==> src/rtl/adder_pkg.sv <==
// Shared constants and helpers for the pipelined adder family.
package adder_pkg;

    localparam int DEFAULT_WIDTH   = 16;
    localparam int DEFAULT_STAGE_W = 4;

    function automatic int stage_count(input int width, input int stage_w);
        return width / stage_w;
    endfunction

endpackage

==> src/rtl/pipelined_adder_slice.sv <==
// Combinational W-bit adder chunk with carry in and carry out.
module pipelined_adder_slice #(
    parameter int W = 4
) (
    input  logic [W-1:0] a,
    input  logic [W-1:0] b,
    input  logic         cin,
    output logic [W-1:0] sum,
    output logic         cout
);

    assign {cout, sum} = {1'b0, a} + {1'b0, b} + {{W{1'b0}}, cin};

endmodule

==> src/rtl/pipelined_adder.sv <==
// Pipelined adder: WIDTH-bit add split into STAGE_W-bit chunks, one chunk per register stage.
// Define PIPELINED_ADDER_OVF_EN to add the signed-overflow output out_ovf.
module pipelined_adder
    import adder_pkg::*;
#(
    parameter int WIDTH   = DEFAULT_WIDTH,
    parameter int STAGE_W = DEFAULT_STAGE_W
) (
    input  logic             clk,
    input  logic             rst,
    input  logic             in_valid,
    output logic             in_ready,
    input  logic [WIDTH-1:0] in_a,
    input  logic [WIDTH-1:0] in_b,
    input  logic             in_cin,
    output logic             out_valid,
    input  logic             out_ready,
    output logic [WIDTH-1:0] out_sum,
    output logic             out_cout
`ifdef PIPELINED_ADDER_OVF_EN
    ,
    output logic             out_ovf
`endif
);

    // WIDTH must be an integer multiple of STAGE_W.
    localparam int STAGES = stage_count(WIDTH, STAGE_W);

    logic advance;

    assign advance  = !out_valid || out_ready;
    assign in_ready = advance;

    // Each stage consumes the low chunk of the remaining operands and appends its
    // sum chunk above the completed lower chunks, so operand width shrinks as sum width grows.
    for (genvar k = 0; k < STAGES; k++) begin : g_stage
        localparam int IN_W   = WIDTH - k * STAGE_W;
        localparam int DONE_W = (k + 1) * STAGE_W;

        logic [IN_W-1:0]    a_src;
        logic [IN_W-1:0]    b_src;
        logic               c_src;
        logic               v_src;
        logic [STAGE_W-1:0] chunk_sum;
        logic               chunk_cout;
        logic [DONE_W-1:0]  sum_next;
        logic [DONE_W-1:0]  sum_q;
        logic               carry_q;
        logic               valid_q;
`ifdef PIPELINED_ADDER_OVF_EN
        logic               a_msb_src;
        logic               b_msb_src;
        logic               a_msb_q;
        logic               b_msb_q;
`endif

        if (k == 0) begin : g_head
            assign a_src    = in_a;
            assign b_src    = in_b;
            assign c_src    = in_cin;
            assign v_src    = in_valid && in_ready;
            assign sum_next = chunk_sum;
`ifdef PIPELINED_ADDER_OVF_EN
            assign a_msb_src = in_a[WIDTH-1];
            assign b_msb_src = in_b[WIDTH-1];
`endif
        end else begin : g_body
            assign a_src    = g_stage[k-1].g_rest.a_q;
            assign b_src    = g_stage[k-1].g_rest.b_q;
            assign c_src    = g_stage[k-1].carry_q;
            assign v_src    = g_stage[k-1].valid_q;
            assign sum_next = {chunk_sum, g_stage[k-1].sum_q};
`ifdef PIPELINED_ADDER_OVF_EN
            assign a_msb_src = g_stage[k-1].a_msb_q;
            assign b_msb_src = g_stage[k-1].b_msb_q;
`endif
        end

        pipelined_adder_slice #(
            .W (STAGE_W)
        ) u_slice (
            .a    (a_src[STAGE_W-1:0]),
            .b    (b_src[STAGE_W-1:0]),
            .cin  (c_src),
            .sum  (chunk_sum),
            .cout (chunk_cout)
        );

        always_ff @(posedge clk) begin
            if (rst) begin
                valid_q <= 1'b0;
                carry_q <= 1'b0;
                sum_q   <= '0;
`ifdef PIPELINED_ADDER_OVF_EN
                a_msb_q <= 1'b0;
                b_msb_q <= 1'b0;
`endif
            end else if (advance) begin
                valid_q <= v_src;
                carry_q <= chunk_cout;
                sum_q   <= sum_next;
`ifdef PIPELINED_ADDER_OVF_EN
                a_msb_q <= a_msb_src;
                b_msb_q <= b_msb_src;
`endif
            end
        end

        // Operand chunks not yet added travel with the transaction.
        if (k < STAGES - 1) begin : g_rest
            logic [IN_W-STAGE_W-1:0] a_q;
            logic [IN_W-STAGE_W-1:0] b_q;

            always_ff @(posedge clk) begin
                if (rst) begin
                    a_q <= '0;
                    b_q <= '0;
                end else if (advance) begin
                    a_q <= a_src[IN_W-1:STAGE_W];
                    b_q <= b_src[IN_W-1:STAGE_W];
                end
            end
        end
    end

    assign out_valid = g_stage[STAGES-1].valid_q;
    assign out_sum   = g_stage[STAGES-1].sum_q;
    assign out_cout  = g_stage[STAGES-1].carry_q;

`ifdef PIPELINED_ADDER_OVF_EN
    // Signed overflow: operands share a sign that the sum does not.
    assign out_ovf = (g_stage[STAGES-1].a_msb_q == g_stage[STAGES-1].b_msb_q) &&
                     (out_sum[WIDTH-1] != g_stage[STAGES-1].a_msb_q);
`endif

endmodule

==> config.mk <==
export PLATFORM = sky130hd
export DESIGN_NAME = pipelined_adder
export DESIGN_NICKNAME = d
export VERILOG_FILES = /design/src/rtl/adder_pkg.sv /design/src/rtl/pipelined_adder_slice.sv /design/src/rtl/pipelined_adder.sv
export SDC_FILE = /design/constraint.sdc
export NUM_CORES = 1
export LEC_CHECK = 0
export ABC_AREA = 1
export CAP_MARGIN = 10
export CELL_PAD_IN_SITES_DETAIL_PLACEMENT = 1
export CELL_PAD_IN_SITES_GLOBAL_PLACEMENT = 1
export CORE_MARGIN = 2
export CORE_UTILIZATION = 43
export CTS_CLUSTER_SIZE = 12
export DETAILED_ROUTE_END_ITERATION = 10
export PLACE_DENSITY = 0.84
export RECOVER_POWER = 50
export SLEW_MARGIN = 20
export SYNTH_ARGS = -nofsm -noshare
export SYNTH_HDL_FRONTEND = slang
export SYNTH_SLANG_ARGS = --single-unit
==> constraint.sdc <==
create_clock -name clk -period 4.45 [get_ports clk]
set_input_delay 0.89 -clock clk [delete_from_list [all_inputs] [get_ports clk]]
set_output_delay 0.89 -clock clk [all_outputs]
set_load 0.005 [all_outputs]
==> out/metrics.yaml <==
cts:
  ctsHtreeMaxLevel: 3
  cts_resized: 0
  path_clk_slew_ns: 0.09
  clk_path_buf_depth: 2
  cts_setup_buffers: 0
  cts-root-buf: "clkbuf_8"
  cts_tree: "yes"
  clock-sinks: 96
  cts_made_buffers: 9
  clk_latency_ns: 0.36
  cts_hold_buffers: 0
final_layout:
  instances_no_fill: 640
  drive_above_1_share_pct: 3.970
  final_common_cell: "nor2_1"
  n_fill_cell: 1105
  nNetsFinal: 581
  regArea_mm2: 0.001922
  multi_input_area_mm2: 0.001667
  fin_util_pct: 50.68
  final_cell_mix: "151 x nor2_1, 96 x dfxtp_1, 63 x o21ai_0"
  area_growth_pct: 16.06
  num_antenna_cells: 0
global_route:
  antenna_found_initial: 0
  grt_max_degree: 102
  grt_pass1_wl_um: 14760
  grt_overflow: 0
  grt_pass1_vias: 3160
  grt.total_usage_pct: 18.04
synth:
  synth-seq-area-share_pct: 48.55
  post_synth_num_cell_types: 22
  yosysWarningCount: 0
  ys_ff_latch: 96
  syn_avg_cell_area_um2: 8.146
  netlist_area_mm2: 0.003959
  syn_inst: 486
  synth_fp_nets: 543
critical_path:
  startpoint: "out_ready"
  crit_arrival_ns: 3.39
  crit_end: "g_stage[2].sum_q[10]$_SDFFE_PP0N_"
  critical_path_class: "primary input to flip-flop"
  r2r_cells: 4
  worstSetupEndpointType: "flip-flop"
  timing.rr.start: "out_valid$_SDFFE_PP0N_"
  worst-path-max-fanout: 101
  cp_cell_sequence: "dlygate4sd3_1 > inv_2 > nand2_4 > clkbuf_2 > o21ai_0 > a21oi_1"
  slowest_stage: "clkbuf_2"
  rrSetupSlack_ns: 2.12
  startpoint_type: "primary input"
  max_stage_delay_ns: 1.29
  reg2reg_to: "g_stage[2].sum_q[10]$_SDFFE_PP0N_"
  critPathRequiredTime_ns: 4.71
worst_hold_path:
  hold_path_class: "flip-flop to flip-flop"
  holdCritStartpoint: "g_stage[2].valid_q$_SDFFE_PP0N_"
drt:
  postRouteAntennaNets: 0
  top_layer: "met4"
  dr_wl_met2_um: 4185
  wire_per_inst_um: 13.30
  num_vias: 3181
  dr.pass1.iters: 4
  drc: 0
  routed_via_density: 4.970
  route.met3.wl_um: 190
  first_iter_violations: 122
  drt_wl_total_um: 8509
  wl_met1_um: 3973
pwr:
  intPower_w: 0.001254
  max-vdd-ir-drop_mv: 0.1328
  switchingPower_w: 0.0004314
  seqPwrFrac_pct: 56.2
  power.share.clock_pct: 31.4
  switching_share_pct: 25.60
  pwr-share-comb_pct: 12.4
  p_leak_nw: 1.964
  power_density_mw_per_mm2: 366.8
outcome:
  violations: "capacitance limit, slew limit"
  outcome: "finished with violations"
placed_design:
  post-place-cells: 624
  place_hpwl_um: 5326
  port_buffers: 55
  place_congestion: 0.7466
die:
  ios: 56
  rows: 35
  coreArea_mm2: 0.009065
  start_util_pct: 43.67
  die-area_mm2: 0.009990
  die-width_um: 99.95
  die_y_um: 99.95
sta:
  tightest_slew_ns: 1.817
  finalSetupTns_ns: 0
  rsz0062_at_grt: "false"
  hold_viol: 0
  fin_skew_ns: 0.01281
  max_slew_margin_pct: -21.14
  min_period_ns: 3.130
  fin_crit_sh_pct: 70.34
  report.final.slew_viol_count: 198
  fmax_ghz: 0.3195
  setup_viol: 0
flow_run:
  cap_violations: 2
-- cell usage after synthesis --
| master | count | area [µm²] |
|---|---|---|
| inv_1 | 29 | 108.9 |
| ha_1 | 12 | 150.1 |
| nor2_1 | 151 | 566.8 |
| nand2_1 | 21 | 78.83 |
| dfxtp_1 | 96 | 1922 |
| buf_6 | 9 | 101.4 |
| o21ai_0 | 33 | 165.2 |
| nand2_4 | 1 | 11.26 |
| inv_2 | 2 | 7.510 |
| nand3b_1 | 2 | 15.01 |
| o21ai_1 | 56 | 280.3 |
| fa_1 | 8 | 160.2 |
| nand3_1 | 8 | 40.04 |
| xor2_1 | 3 | 26.28 |
| clkbuf_1 | 4 | 15.01 |
| xnor2_1 | 1 | 8.760 |
| a21oi_1 | 22 | 110.1 |
| buf_4 | 5 | 37.54 |
| inv_4 | 1 | 6.260 |
| buf_2 | 11 | 55.05 |
| clkbuf_2 | 1 | 5.000 |
| o21ai_2 | 10 | 87.58 |
-- layout make-up --
class | instances | share of cell area, %
clock buffer | 12 | 3.377
clock inverter | 4 | 0.6264
inverter | 32 | 2.669
multi-input combinational | 328 | 36.27
sequential | 96 | 41.83
tap | 111 | 3.023
timing repair buffer | 57 | 12.20
-- registers in the layout, summed over array words and instances (netlist names) --
register / flops
out_cout: 1
out_valid: 1
g_stage.carry_q: 3
g_stage.g_rest.a_q: 24
out_sum: 16
g_stage.valid_q: 3
g_stage.g_rest.b_q: 24
g_stage.sum_q: 24
-- power groups by stage --
stage	Clock, W	Combinational (W)	Sequential, W
after floorplan	0	0.000136	0.000962
after CTS	0.000542	0.000219	0.000951
final	0.000529	0.000209	0.000948
after global routing	0.000581	0.000241	0.000956
after global placement	0	0.000205	0.000967
after detailed placement	0	0.000216	0.000970
-- per-layer routing --
layer	global-route usage, %	vias up
li1	-	1626
met1	24.46	1504
met2	29.11	38
met3	2.577	13
met4	7.271	0
met5	0	-
-- critical path: cells and delay by family --
family / cells / cell delay [ns]
AND/OR/NAND/NOR: 1 / 0.07
AO/OA/AOI/OAI: 2 / 0.44
buffers and inverters: 3 / 1.92
-- worst min path at each step --
stage	depth (start not counted)	endpoint	slack (ns)
global placement	2	g_stage[2].valid_q$_SDFFE_PP0N_	0.45
global route	2	out_valid$_SDFFE_PP0N_	0.51
detailed placement	2	out_valid$_SDFFE_PP0N_	0.46
floorplan	2	g_stage[2].valid_q$_SDFFE_PP0N_	0.43
finish	2	out_valid$_SDFFE_PP0N_	0.47
CTS	2	out_valid$_SDFFE_PP0N_	0.47
-- per-stage QoR --
step	hold slack (ns)	cell area, µm²	setup slack, ns	total power (W)
after floorplan	0.4297	3959	2.296	0.001098
after global placement	0.4460	4449	1.587	0.001172
after detailed placement	0.4601	4449	1.539	0.001186
after CTS	0.4750	4633	1.534	0.001712
after global routing	0.5082	4594	1.033	0.001777
final	0.4738	4594	1.320	0.001685
-- logic make-up (layout without fill, tap and decap cells) --
| kind of cell | count (synthesis) | in the layout | share of synthesized area (%) |
|---|---|---|---|
| buf+inv | 62 | 105 | 8.502 |
| xor+xnor | 4 | 4 | 0.8851 |
| flops | 96 | 96 | 48.55 |
| simple gates | 183 | 183 | 17.98 |
| compound gates | 121 | 121 | 16.25 |
| fa+ha+maj | 20 | 20 | 7.838 |
(Power assumes the default switching activity.)
